--- src/rtl/fifo_wr_arbiter_if.sv ---
// Producer-side handshake, FIFO write port and status counters of the
// four-producer FIFO write arbiter.
interface fifo_wr_arbiter_if #(
    parameter int N_REQ  = 4,
    parameter int DATA_W = 16,
    parameter int ID_W   = 2
);
    logic [N_REQ-1:0]        req_valid;
    logic [N_REQ*DATA_W-1:0] req_data;
    logic [N_REQ-1:0]        req_ready;
    logic                    fifo_full;
    logic                    fifo_wr_en;
    logic [ID_W+DATA_W-1:0]  fifo_din;
    logic [ID_W-1:0]         grant_id;
    logic [31:0]             word_count;
    logic [31:0]             stall_count;

    modport master (
        output req_valid, req_data, fifo_full,
        input  req_ready, fifo_wr_en, fifo_din, grant_id, word_count, stall_count
    );

    modport slave (
        input  req_valid, req_data, fifo_full,
        output req_ready, fifo_wr_en, fifo_din, grant_id, word_count, stall_count
    );
endinterface

--- src/rtl/fifo_wr_arbiter.sv ---
// Round-robin write arbiter sharing one {id,data} FIFO between four producers,
// with bounded ownership bursts and word/stall counters.
module fifo_wr_arbiter #(
    parameter int N_REQ     = 4,
    parameter int DATA_W    = 16,
    parameter int ID_W      = 2,
    parameter int MAX_BURST = 4
) (
    input  logic               clk_100MHz,
    input  logic               reset_rtl_0,
    fifo_wr_arbiter_if.slave   arb
);
    typedef enum logic {IDLE, HOLD} state_t;

    localparam logic [3:0] BURST_LAST = 4'(MAX_BURST);

    state_t            state_q, state_d;
    logic [ID_W-1:0]   owner_q, owner_d;
    logic [ID_W-1:0]   rr_ptr_q, rr_ptr_d;
    logic [3:0]        burst_q, burst_d;
    logic [31:0]       word_q, stall_q;

    logic [ID_W-1:0]   scan_base, scan_idx, scan_win, winner;
    logic              scan_hit, hold_valid, have_winner, xfer;
    logic [DATA_W-1:0] data_sel;
    logic [N_REQ-1:0]  ready_w;
    logic              out_en;

    // A released owner hands the scan start to its successor in the same cycle.
    always_comb begin
        hold_valid = (state_q == HOLD) && arb.req_valid[owner_q];
        scan_base  = (state_q == HOLD) ? owner_q + ID_W'(1) : rr_ptr_q;
        scan_hit   = 1'b0;
        scan_win   = scan_base;
        scan_idx   = '0;
        for (int k = 0; k < N_REQ; k++) begin
            scan_idx = scan_base + ID_W'(k);
            if (!scan_hit && arb.req_valid[scan_idx]) begin
                scan_hit = 1'b1;
                scan_win = scan_idx;
            end
        end
        winner      = hold_valid ? owner_q : scan_win;
        have_winner = hold_valid | scan_hit;
        xfer        = have_winner & ~arb.fifo_full;
        data_sel    = '0;
        for (int i = 0; i < N_REQ; i++) begin
            if (ID_W'(i) == winner) data_sel = arb.req_data[i*DATA_W +: DATA_W];
        end
    end

    // Outputs are forced low while reset is held, independent of any clock edge.
    always_comb begin
        out_en  = ~reset_rtl_0;
        ready_w = '0;
        if (xfer && out_en) ready_w[winner] = 1'b1;
    end

    assign arb.req_ready   = ready_w;
    assign arb.fifo_wr_en  = xfer & out_en;
    assign arb.fifo_din    = (have_winner && out_en) ? {winner, data_sel} : '0;
    assign arb.grant_id    = (have_winner && out_en) ? winner : '0;
    assign arb.word_count  = word_q;
    assign arb.stall_count = stall_q;

    always_comb begin
        state_d  = state_q;
        owner_d  = owner_q;
        rr_ptr_d = rr_ptr_q;
        burst_d  = burst_q;
        if (xfer) begin
            if (hold_valid) begin
                if (burst_q + 4'd1 == BURST_LAST) begin
                    state_d  = IDLE;
                    rr_ptr_d = owner_q + ID_W'(1);
                    burst_d  = '0;
                end else begin
                    burst_d = burst_q + 4'd1;
                end
            end else begin
                owner_d = winner;
                burst_d = 4'd1;
                if (BURST_LAST == 4'd1) begin
                    state_d  = IDLE;
                    rr_ptr_d = winner + ID_W'(1);
                end else begin
                    state_d = HOLD;
                end
            end
        end else if (state_q == HOLD && !hold_valid) begin
            state_d  = IDLE;
            rr_ptr_d = owner_q + ID_W'(1);
            burst_d  = '0;
        end
    end

    always_ff @(posedge clk_100MHz or posedge reset_rtl_0) begin
        if (reset_rtl_0) begin
            state_q  <= IDLE;
            owner_q  <= '0;
            rr_ptr_q <= '0;
            burst_q  <= '0;
            word_q   <= '0;
            stall_q  <= '0;
        end else begin
            state_q  <= state_d;
            owner_q  <= owner_d;
            rr_ptr_q <= rr_ptr_d;
            burst_q  <= burst_d;
            word_q   <= word_q + 32'(xfer);
            if ((|arb.req_valid) && arb.fifo_full) stall_q <= stall_q + 32'd1;
        end
    end
endmodule
--- src/flat_wrapper.sv ---
// flat-port wrapper written by rule: the top's interface ports become plain ports
module fifo_wr_arbiter_flat 
#(
    parameter int N_REQ     = 4,
    parameter int DATA_W    = 16,
    parameter int ID_W      = 2,
    parameter int MAX_BURST = 4
)
  (clk_100MHz, reset_rtl_0, arb_req_valid, arb_req_data, arb_fifo_full, arb_req_ready, arb_fifo_wr_en, arb_fifo_din, arb_grant_id, arb_word_count, arb_stall_count);
  fifo_wr_arbiter_if #(.N_REQ(N_REQ), .DATA_W(DATA_W), .ID_W(ID_W)) arb_i ();
  input  logic clk_100MHz;
  input  logic reset_rtl_0;
  input wire logic [$bits(arb_i.req_valid)-1:0] arb_req_valid;
  input wire logic [$bits(arb_i.req_data)-1:0] arb_req_data;
  input wire logic [$bits(arb_i.fifo_full)-1:0] arb_fifo_full;
  output wire logic [$bits(arb_i.req_ready)-1:0] arb_req_ready;
  output wire logic [$bits(arb_i.fifo_wr_en)-1:0] arb_fifo_wr_en;
  output wire logic [$bits(arb_i.fifo_din)-1:0] arb_fifo_din;
  output wire logic [$bits(arb_i.grant_id)-1:0] arb_grant_id;
  output wire logic [$bits(arb_i.word_count)-1:0] arb_word_count;
  output wire logic [$bits(arb_i.stall_count)-1:0] arb_stall_count;
  assign arb_i.req_valid = arb_req_valid;
  assign arb_i.req_data = arb_req_data;
  assign arb_i.fifo_full = arb_fifo_full;
  assign arb_req_ready = arb_i.req_ready;
  assign arb_fifo_wr_en = arb_i.fifo_wr_en;
  assign arb_fifo_din = arb_i.fifo_din;
  assign arb_grant_id = arb_i.grant_id;
  assign arb_word_count = arb_i.word_count;
  assign arb_stall_count = arb_i.stall_count;
  fifo_wr_arbiter #(.N_REQ(N_REQ), .DATA_W(DATA_W), .ID_W(ID_W), .MAX_BURST(MAX_BURST)) u_core (.clk_100MHz(clk_100MHz), .reset_rtl_0(reset_rtl_0), .arb(arb_i));
endmodule
--- config.mk ---
export PLATFORM = sky130hd
export DESIGN_NAME = fifo_wr_arbiter_flat
export DESIGN_NICKNAME = d
export VERILOG_FILES = /design/src/rtl/fifo_wr_arbiter_if.sv /design/src/rtl/fifo_wr_arbiter.sv /design/src/flat_wrapper.sv
export SDC_FILE = /design/constraint.sdc
export NUM_CORES = 1
export LEC_CHECK = 0
export BUFFER_PORTS_ARGS = -buffer_cell sky130_fd_sc_hd__buf_4
export CAP_MARGIN = 20
export CORE_MARGIN = 2
export CORE_UTILIZATION = 45
export DETAILED_ROUTE_END_ITERATION = 7
export PLACE_DENSITY_LB_ADDON = 0.15
export SLEW_MARGIN = 15
export SYNTH_ARGS = -nofsm -noshare
export SYNTH_HDL_FRONTEND = slang
export SYNTH_SLANG_ARGS = --single-unit
--- constraint.sdc ---
create_clock -name clk_100MHz -period 2.18 [get_ports clk_100MHz]
set_input_delay 0.327 -clock clk_100MHz [delete_from_list [all_inputs] [get_ports clk_100MHz]]
set_output_delay 0.327 -clock clk_100MHz [all_outputs]
set_load 0.005 [all_outputs]
==> summary.txt <==
Placement
  – DP Worst Slack: -0.2555 ns
  – RD Place Congestion: 0.8504
  – DP Wirelength: around 7700 um
  – Post-Place Cell Area: 5643 sq um
  – Port bufs: 159

Die
  – Core area: 8806 sq um
  – DIE AREA: 9931 sq um
  – Row cnt: 34
  – Ports: 160
  – Die Wd: about 100 um
  – Die H: 99.66 um
  – Initial core utilization: 46.76%

Yosys
  – Syn nets: 449
  – Post-synthesis sequential area ratio: 44.36%
  – Post-synth EDFFs: 0
  – Post-synth top area cell: dfrtp_1
  – Most numerous cell in the Yosys netlist: dfrtp_1
  – YS warnings: 0
  – Distinct cells, synth: 48
  – Synthesized area: 4118 sq um
  – Most used DFF post-synth: dfrtp_1
  – Cells after Synth: 373
  – Top cell types by occurrence after synthesis: 73 x dfrtp_1, 48 x xnor2_1, 37 x mux2i_1
  – Top cell type's share of synthesized area: 44.36%
  – Post-Syn Area per Cell: 11.04 sq um
  – Dominant cells by area after synthesis: dfrtp_1 44%, xnor2_1 10%, mux2i_1 9.0%, o22ai_2 3.3%, xor2_1 3.2%
  – Ys async rst share: 100.0%
  – Flops & latches, synth: 73

Critical path
  – Crit start category: flip-flop
  – Required @ worst endpoint: 1.85 ns
  – Crit-path slowest cell: dfrtp_2
  – Critical path, cell by cell: xnor2_4 -> a31oi_4 -> a2bb2oi_4 -> a2bb2oi_4 -> buf_12 -> buf_12 -> mux2i_1 -> o22ai_2 -> buf_4
  – Bufs and invs on worst path: 3
  – Crit path DAT: 2.53 ns
  – WS Path Type: reg2out
  – CP delay by family, top: compound AO/OA/AOI/OAI gates
  – Setup crit end kind: output port
  – Maximum fanout along the worst path: 6
  – Max incr delay on CP: between 0.4 and 0.5 ns

Drt
  – Initial DRC Count: 83
  – Routed wire length: 10,960 um
  – Vias: 3,589
  – DRC Markers: 0
  – Per-cell routed wire length: 15.87 um
  – DR pass1 iterations: 4
  – Routed vias/inst: 5.194
  – Final ANT Viol Nets: 0

STA
  – Setup ws final: -0.6729 ns
  – Hold slack final: 0.05955 ns
  – Final slew viol count: 0
  – Least-Margin Pin Slew: 0.5907 ns
  – Clock skew: 0.007796 ns
  – Period utilisation layout: 130.9%
  – Min Tclk post-route: 2.853 ns
  – Slew HR: 60.47%
  – RSZ-0062 raised after global routing: true
  – Final hold violations: 0
  – # setup viols final: 24
  – Peak Freq: 0.3505 GHz

Finish
  – Fraction of layout cells with a size suffix above 1: 46.66%
  – Area grow syn2layout: 52.39%
  – Diode count: 0
  – # fillers: 651
  – Multi-input logic area: 2366 sq um
  – Finished layout cell area: 6275 sq um
  – Layout Nets: 654
  – Register area: 1829 sq um

GRT
  – Total gr overflow: 0
  – Initial antenna violation count: 0
  – Total GRT Usage: 20.70%
  – Vias in the first global route: 3,546
  – First-pass GRT wire length: 16,700 um
  – Pin count of the biggest net entering global routing: 49

Min path
  – Min-Delay Path Class: in2async

CTS
  – CTS tree: built
  – Clock sinks: 73
  – Worst skew pair latency: about 0.34 ns
  – Worst-path clk slew: 0.07 ns
  – H-tree depth: 3
  – Clock Tree Root: clkbuf_8
  – Clk buf depth: 2
  – Clock buffer count from CTS: 9

Job
  – Max Cap Viol: 0

Outcome
  – Failing checks: negative setup slack
  – Status: finished with violations

Power and ir drop
  – Leakage dissipation: 3.097 nW
  – VDD IR max: roughly 590 uV
  – Power Dens Cells: 1120 nW/um^2
[where the power goes]
group / switching, mW / internal [mW] / leakage [nW] / total (mW)
combinational: 1.70 / 2.44 / 2.01 / 4.14
clock: 0.460 / 0.622 / 0.107 / 1.08
sequential: 0.267 / 1.54 / 0.979 / 1.81
total: 2.43 / 4.60 / 3.10 / 7.03
[through the flow]
step	cells	TNS [ns]	utilization (%)	power (mW)
after floorplan	373	0	-	3.725
after global placement	662	-1.937	64.08	4.714
after detailed placement	662	-3.189	64.08	4.791
after CTS	687	-11.49	68.87	6.490
after global routing	691	-15.12	71.26	7.384
final	691	-12.86	71.26	7.030
[logic make-up after synthesis]
family / share of synthesized area, %
AND/OR/NAND/NOR: 16.17
flip-flops: 44.36
XOR/XNOR: 14.07
multiplexers: 9.815
adder cells (fa/ha/maj): 1.519
buffers and inverters: 4.072
AO/OA/AOI/OAI: 9.997
[sequential cells by signal, summed over array words and instances (netlist names)]
signal	cells
u_core.owner_q	2
u_core.burst_q	4
u_core.rr_ptr_q	2
u_core.arb.word_count	32
u_core.state_q	1
u_core.arb.stall_count	32
[layout make-up]
| class | count | share of cell area [%] |
|---|---|---|
| multi-input combinational | 280 | 37.71 |
| tap | 108 | 2.154 |
| timing repair buffer | 206 | 27.14 |
| clock inverter | 2 | 0.5583 |
| clock buffer | 14 | 2.752 |
| inverter | 8 | 0.5384 |
| sequential | 73 | 29.15 |
[final timing paths]
kind | from | end | slack, ns | depth (start not counted)
max | u_core.owner_q[1] | arb_fifo_din[13] | -0.67 | 9
min | reset_rtl_0 | u_core.arb.stall_count[1] | 0.06 | 2
max reg2reg | u_core.owner_q[1] | u_core.owner_q[0] | 0.05 | 8
min reg2reg | u_core.arb.word_count[31] | u_core.arb.word_count[31] | 0.47 | 1
max in group asynchronous | reset_rtl_0 | u_core.arb.word_count[16] | 1.49 | 3
min in group clk_100MHz | arb_fifo_full | u_core.state_q | 0.36 | 4
[cell usage in the layout, fill, tap and decap left out, types with 7 or more instances in the layout]
cell type | netlist | layout
buf_4 | 5 | 190
dfrtp_1 | 73 | 71
xnor2_1 | 48 | 48
nand2_1 | 27 | 27
nand3_1 | 24 | 24
mux2i_1 | 37 | 23
nor2_1 | 20 | 20
nand4_1 | 16 | 16
xor2_1 | 15 | 15
clkbuf_8 | 0 | 12
and3_1 | 11 | 10
o22ai_2 | 11 | 10
mux2i_4 | 0 | 8
inv_1 | 8 | 7
a21oi_1 | 7 | 7
buf_6 | 4 | 7
[metal layers]
| metal | up-vias | share of wire, % | track usage (%) | wire length (um) |
|---|---|---|---|---|
| li1 | 1746 | - | - | - |
| met1 | 1733 | 45 | 28.00 | 4941 |
| met2 | 94 | 49 | 34.20 | 5379 |
| met3 | 16 | 4.2 | 4.708 | 464 |
| met4 | 0 | 1.6 | 4.531 | 178 |
| met5 | - | 0 | 0 | 0 |
[what timing repair did]
| action | CTS | global route |
|---|---|---|
| buffers inserted | 6 | 3 |
| setup endpoints to repair | 24 | 24 |
| hold buffers | 0 | 0 |
| resized for setup | 24 | 27 |
| gates cloned | 3 | 2 |
| pin swaps | 8 | 8 |
No activity file was read; power rests on OpenSTA's default activity.
